### src/rtl/mux161_rr_sched.sv
// Round-robin scheduler for a 16:1 mux. It grants one requester at a time and
// holds each grant for at most BURST cycles. All outputs are registered.
module mux161_rr_sched #(
  parameter int unsigned BURST = 4
) (
  input  logic        clk,
  input  logic        rst_n,
  input  logic        en,
  input  logic [15:0] req,
  output logic [3:0]  sel,
  output logic [15:0] gnt,
  output logic        gnt_valid,
  output logic [7:0]  grant_count
);

  typedef enum logic {
    IDLE  = 1'b0,
    GRANT = 1'b1
  } state_e;

  localparam logic [7:0] CNT_LAST = 8'(BURST - 1);

  state_e      state_q, state_d;
  logic [3:0]  ptr_q, ptr_d;
  logic [7:0]  cnt_q, cnt_d;
  logic [3:0]  sel_q, sel_d;
  logic [15:0] gnt_q, gnt_d;
  logic        gnt_valid_q, gnt_valid_d;
  logic [7:0]  grant_count_q, grant_count_d;

  // Rotate the request vector so ptr lands at bit 0. The lowest set bit of the
  // rotated vector is then the offset of the winner from ptr.
  logic [31:0] req_dbl;
  logic [15:0] req_rot;
  logic [3:0]  win_off;
  logic [3:0]  winner;
  logic        any_req;
  logic        release_now;

  assign req_dbl = {req, req} >> ptr_q;
  assign req_rot = req_dbl[15:0];
  assign any_req = |req;

  always_comb begin
    // NOTE: every variable written here gets a default first, so no path
    // leaves it unassigned and no latch is inferred.
    win_off = 4'd0;
    for (int i = 15; i >= 0; i--) begin
      if (req_rot[i]) win_off = 4'(i);
    end
  end

  assign winner      = ptr_q + win_off;
  assign release_now = !req[sel_q] || (cnt_q == CNT_LAST) || !en;

  always_comb begin
    state_d       = state_q;
    ptr_d         = ptr_q;
    cnt_d         = cnt_q;
    sel_d         = sel_q;
    gnt_d         = gnt_q;
    gnt_valid_d   = gnt_valid_q;
    grant_count_d = grant_count_q;

    unique case (state_q)
      IDLE: begin
        gnt_d       = 16'h0000;
        gnt_valid_d = 1'b0;
        if (en && any_req) begin
          state_d       = GRANT;
          sel_d         = winner;
          gnt_d         = 16'h0001 << winner;
          gnt_valid_d   = 1'b1;
          cnt_d         = 8'd0;
          grant_count_d = grant_count_q + 8'd1;
        end
      end
      GRANT: begin
        if (release_now) begin
          // Releasing always costs one idle cycle, even when the same
          // requester would win again.
          state_d     = IDLE;
          gnt_d       = 16'h0000;
          gnt_valid_d = 1'b0;
          ptr_d       = sel_q + 4'd1;
        end else begin
          cnt_d = cnt_q + 8'd1;
        end
      end
      default: state_d = IDLE;
    endcase
  end

  // NOTE: async active-low reset clears every flop, including the grant, so a
  // reset mid-grant drops it at once without the release bookkeeping.
  always_ff @(posedge clk or negedge rst_n) begin
    if (!rst_n) begin
      state_q       <= IDLE;
      ptr_q         <= 4'd0;
      cnt_q         <= 8'd0;
      sel_q         <= 4'd0;
      gnt_q         <= 16'h0000;
      gnt_valid_q   <= 1'b0;
      grant_count_q <= 8'd0;
    end else begin
      // NOTE: sequential state uses non-blocking assignments so all flops
      // update together from values sampled before the edge.
      state_q       <= state_d;
      ptr_q         <= ptr_d;
      cnt_q         <= cnt_d;
      sel_q         <= sel_d;
      gnt_q         <= gnt_d;
      gnt_valid_q   <= gnt_valid_d;
      grant_count_q <= grant_count_d;
    end
  end

  assign sel         = sel_q;
  assign gnt         = gnt_q;
  assign gnt_valid   = gnt_valid_q;
  assign grant_count = grant_count_q;

endmodule
### config.mk
export PLATFORM = sky130hd
export DESIGN_NAME = mux161_rr_sched
export DESIGN_NICKNAME = d
export VERILOG_FILES = /design/src/rtl/mux161_rr_sched.sv
export SDC_FILE = /design/constraint.sdc
export NUM_CORES = 1
export LEC_CHECK = 0
export ABC_AREA = 1
export BUFFER_PORTS_ARGS = -buffer_cell sky130_fd_sc_hd__buf_2
export CAP_MARGIN = 20
export CORE_ASPECT_RATIO = 0.9
export CORE_UTILIZATION = 45
export CTS_CLUSTER_DIAMETER = 30
export DETAILED_ROUTE_END_ITERATION = 10
export GPL_ROUTABILITY_DRIVEN = 0
export GPL_TIMING_DRIVEN = 0
export PLACE_DENSITY = 0.68
export SKIP_CTS_REPAIR_TIMING = 1
export SYNTH_ARGS = -nofsm -noshare
export SYNTH_HDL_FRONTEND = slang
export SYNTH_SLANG_ARGS = --single-unit
### constraint.sdc
create_clock -name clk -period 3.33 [get_ports clk]
set_input_delay 0.666 -clock clk [delete_from_list [all_inputs] [get_ports clk]]
set_output_delay 0.666 -clock clk [all_outputs]
set_load 0.01 [all_outputs]
# After elaboration in Yosys (flattened, before gate mapping)
# Index checks and enable logic that the tools add are counted.
[totals] latch_bits=0 ram_bits=0 romBits=0 register_bits=42 word_cells=57 n_memories=0 in_bits=19 output_inout_bits=29
[classes] bitwise_logic=1 n_eq_ne=4 addsub=4 n_mul=0 div=0 n_reduce_logical=9 shifts=2 mux=29 n_lt_le_gt_ge=1
[ops] op="4-bit 2-to-1 mux" n=16
[ops] op="16-bit 2-to-1 mux" n=2
[ops] op="16-bit case mux with 2 select lines" n=1
[ops] op="32-bit by 4-bit right shift with 16-bit output" n=1
[ops] op="8-bit by 1-bit adder with 8-bit output, second input constant" n=2
[ops] op="8-bit 2-to-1 mux" n=2
[ops] op="8-bit case mux with 2 select lines" n=1
[ops] op="16-bit OR reduction" n=1
[ops] op="1-bit by 4-bit left shift with 16-bit output, first input constant" n=1
[ops] op="8-bit by 2-bit equality test with 1-bit output, second input constant" n=1
[ops] op="2-bit AND reduction" n=3
[ops] op="4-bit by 5-bit less-than comparator with 1-bit output, second input constant" n=1
[ops] op="4-bit by 1-bit adder with 4-bit output, second input constant" n=1
[ops] op="4-bit adder" n=1
[ops] op="1-bit binary-select mux with 4-bit select" n=1
[ops] op="1-bit 2-to-1 mux" n=4
[ops] op="2-bit inequality test, second input constant" n=2
[ops] op="1-bit case mux with 2 select lines" n=2
[ops] op="1-bit zero test" n=2
[ops] op="1-bit logical OR" n=2
[ops] op="2-bit by 1-bit inequality test with 1-bit output, second input constant" n=1
[ops] op="1-bit logical AND" n=1
[ops] op="1-bit inverter" n=1

# Depth between registers and ports, before layout
[depth] ltp_word=21 mapped_depth=32 ltp_nobuf=31

# Worst setup path after synthesis
# No wires, ideal clock.
[synth_timing] path_type="input -> register" startpoint="in req[1]" endpoint="reg gnt_q[12] (netlist: gnt[12])" arrival_ps=3182 path_slack_ps=72 setup_time_ps=76 required_ps=3254 stages=29 cell_sequence="nand2_1 > nand3_1 > nand2_1 > inv_1 > nand2_1 > nand2_1 > inv_2 > nand2_1 > o21ai_1 > nand2_1 > nand2_1 > nand2_1 > nand2_1 > nand2_1 > nand2_1 > nand2_1 > nand2_1 > nand2_1 > nand2_1 > nand2_1 > a21oi_1 > ha_1 > inv_1 > fa_1 > xnor2_1 > inv_1 > nor3_1 > inv_1 > o21ai_1"
[synth_between] elab_chain_len=21 elab_cells_between_ends=29 cone_classes="1 x add/sub; 1 x eq/ne; 2 x shift; 20 x mux; 5 x reduce/logical"
[synth_lines] item="start, declared" line="9" text="input logic [15:0] req,"
[synth_lines] item="32-bit by 4-bit right shift with 16-bit output" line="40" text="assign req_dbl = {req, req} >> ptr_q;"
[synth_lines] item="4-bit 2-to-1 mux (16 in a row)" line="49" text="if (req_rot[i]) win_off = 4'(i);"
[synth_lines] item="4-bit adder" line="53" text="assign winner = ptr_q + win_off;"
[synth_lines] item="1-bit by 4-bit left shift with 16-bit output" line="72" text="gnt_d = 16'h0001 << winner;"
[synth_lines] item="16-bit 2-to-1 mux" line="69" text="if (en && any_req) begin"
[synth_lines] item="16-bit case mux with 2 select lines" line="65" text="unique case (state_q)"
[synth_lines] item="end signal, assigned" line="112" text="gnt_q <= gnt_d;"
[synth_lines] item="end, declared" line="27" text="logic [15:0] gnt_q, gnt_d;"
# Parallel ways exist; a longest one is shown, timed or not. The select of a mux whose other input is x is not followed.
# A chain may end at the register's enable or synchronous reset.

# Final worst setup path
[layout_timing] startpoint="reg ptr_q[0]" endpoint="reg gnt_q[12] (netlist: gnt[12])"
[layout_between] elab_chain_len=21
[layout_lines] item="start, declared" line="24" text="logic [3:0] ptr_q, ptr_d;"
[layout_lines] item="start signal, assigned" line="109" text="ptr_q <= ptr_d;"
[layout_lines] item="32-bit by 4-bit right shift with 16-bit output" line="40"
[layout_lines] item="4-bit 2-to-1 mux (16 in a row)" line="49"
[layout_lines] item="4-bit adder (*)" line="53"
[layout_lines] item="1-bit by 4-bit left shift with 16-bit output (*)" line="72"
[layout_lines] item="16-bit 2-to-1 mux (*)" line="69"
[layout_lines] item="16-bit case mux with 2 select lines (*)" line="65"
# Mark *: on every way between the ends. The rest lies on a longest branch, timed or not.

==> flow_summary_export.csv <==
group,metric,value,unit
run_status,status,"finished, violations left",
run_status,violations,"setup timing",
setup_path,cp-end-kind,"flop",
floorplanning,die_x,89.1,um
sta,fin_crit_sh,106,%
floorplanning,rows,28,
sta,finalClockSkew,8.94,ps
floorplanning,initial_core_util,46.6,%
grt,grt_pass1_vias,2929,
yosys,synth_top_area_cell,"dfrtp_1",
setup_path,critical_path.max_stage_delay,420,ps
yosys,syn_area_per_cell,6.90,um^2
cts,clk_path_buf_depth,2,
placed_design,io_buffers,47,
floorplanning,die_area,7160,um^2
grt,grt_max_degree,43,
yosys,synth_warnings,0,
setup_path,arrival,3760,ps
min_path,min_to,"grant_count[7]",
floorplanning,die_y,80.4,um
cts,htree_levels,2,
setup_path,r2r_cells,28,
route,vias,3332,
setup_path,critPathKind,"reg -> reg",
yosys,netlist_area,3070,um^2
floorplanning,core_area,6590,um^2
placed_design,dp.cells,582,
final_layout,nets,542,
final_layout,final_cell_mix,"nand2_1, nand3_1, buf_2",
cts,cts_sinks,42,
yosys,synth-seq-area-share,34.2,%
yosys,synth_enable_flop_cells,0,
route,drt-initial-drc-count,179,
setup_path,crit_top_cell,"nand2_1",
placed_design,place_ws,-563,ps
route,ant_nets,0,
yosys,synthesis.nets,471,
sta,relSlewSlack,38.3,%
sta,min_period,3530,ps
yosys,ys_types,35,
yosys,ys_ff_latch,42,
setup_path,critPathLaunchType,"flop",
final_layout,drive_gt1_share,30.9,%
route,wire_per_inst,14.6,um
grt,grt_overflow,0,
cts,cts-root-buf,"clkbuf_8",
sta,hold_viol,0,
grt,gr-usage-all-layers,24.0,%
cts,clk_pin_slew,80,ps
cts,cts_tree,"done",
final_layout,fin_cells,607,
min_path,hold_class,"reg -> reg",
yosys,synth.top_cell.area_share,34.2,%
sta,whs,475,ps
setup_path,crit_start,"ptr_q[0]",
setup_path,r2r_start,"ptr_q[0]",
cts,insertion_delay,300,ps
yosys,synth_area_leaders,"dfrtp_1, nand2_1, nand3_1, inv_1, o21ai_0",
route,first_pass_iters,5,
final_layout,area_delta_synth_final,31.7,%
route,drc,0,
cts,numCtsBuffers,5,
route,route.detailed.vias_per_inst,5.49,
min_path,hold_path_startpoint,"grant_count[7]",
yosys,ys.flop_type,"dfrtp_1",
flow_run,drv_cap,0,
setup_path,rrSetupSlack,-200,ps
sta,worst_pin_slew,925,ps
sta,rsz0062_at_grt,"true",
sta,slew_violations,0,
route,drt-total-wl,8860,um
grt,antenna_found_initial,0,
min_path,hold-path-cell-count,1,
setup_path,cp_slowest_cell,"fa_2",
sta,setup_ws,-196,ps
placed_design,dp_hpwl,6090,um
sta,fmax,284,MHz
final_layout,final_common_cell,"nand2_1",
setup_path,crit_required,3560,ps
grt,grt_pass1_wl,13200,um
final_layout,diodes,0,
setup_path,crit_fanout,8,
yosys,ys_async_sr_fraction,100,%
setup_path,r2r-end,"gnt[12]",
floorplanning,io_pins,48,
sta,finalSetupViolCount,16,
yosys,synth_cells,445,
-- sequential cells by signal, summed over array words and instances, names as in the netlist --
signal / flops
state_q: 1
grant_count: 8
ptr_q: 4
gnt_valid: 1
sel: 4
gnt: 16
cnt_q: 8
-- final cells by class --
| type | count | area (um^2) |
|---|---|---|
| Timing Repair Buffer | 64 | 403 |
| Fill cell | 610 | 2540 |
| Inverter | 44 | 189 |
| Buffer | 18 | 145 |
| Tap cell | 90 | 113 |
| Clock buffer | 6 | 82.6 |
| Multi-Input combinational cell | 341 | 2000 |
| Sequential cell | 42 | 1050 |
| Clock inverter | 2 | 60.1 |
-- Yosys cell counts (4+ instances only) --
library cell,instances
inv_1,38
o21ai_0,24
nand3_1,78
ha_1,6
a21oi_1,11
nor4_1,6
xnor2_1,6
inv_2,4
xor2_1,6
nor3_1,4
nand4_1,7
nand2_2,8
clkbuf_1,4
o31ai_1,4
buf_6,4
dfrtp_1,42
o21ai_1,15
nand2_1,124
nor2_1,24
buf_2,5
-- metrics by stage --
step	TNS (ps)	util, %	cell area [um^2]
3_5_place_dp	-7120	51.9	3420
6_report	-1770	61.4	4040
3_3_place_gp	-6380	51.9	3420
2_1_floorplan	0	-	3070
4_1_cts	-5760	54.0	3560
5_1_grt	-7190	61.4	4040
-- worst max-delay path: cells and delay by family, from the launching register on --
kind | cells | cell delay [ps]
xor gates and xnor gates | 1 | 280
adders and majority gates | 2 | 610
and+or+nand+nor | 16 | 1190
DFF | 1 | 370
AOI/OAI and AO/OA | 3 | 410
buffers and inverters | 6 | 600
-- kinds of logic after synthesis --
kind of cell             share of synthesized area [%]
AND/OR/NAND/NOR                                   37.2
flip-flops                                        34.2
AO/OA/AOI/OAI                                     11.9
adder cells (fa/ha/maj)                           3.10
buffers and inverters                             9.25
XOR/XNOR                                          4.32
-- metal layers --
metal / GRT usage (%) / up-vias / wire length (um) / share of wire, %
li1: - / 1634 / - / -
met1: 30.1 / 1560 / 3900 / 44
met2: 41.9 / 124 / 4340 / 49
met3: 3.60 / 14 / 468 / 5.3
met4: 8.41 / 0 / 148 / 1.7
met5: 0 / - / 0 / 0
-- worst max path at each step --
stage	end	slack, ps	cells past startpoint
after floorplan	gnt[12]	70	29
after global placement	gnt[9]	-520	29
final	gnt[12]	-200	28
after global routing	gnt[14]	-540	28
after detailed placement	gnt[9]	-560	29
after CTS	gnt[9]	-510	30
Power is left out: the tool's default activity adds up to more than one toggle a clock period on the data nets, which glitch-free logic cannot reach.
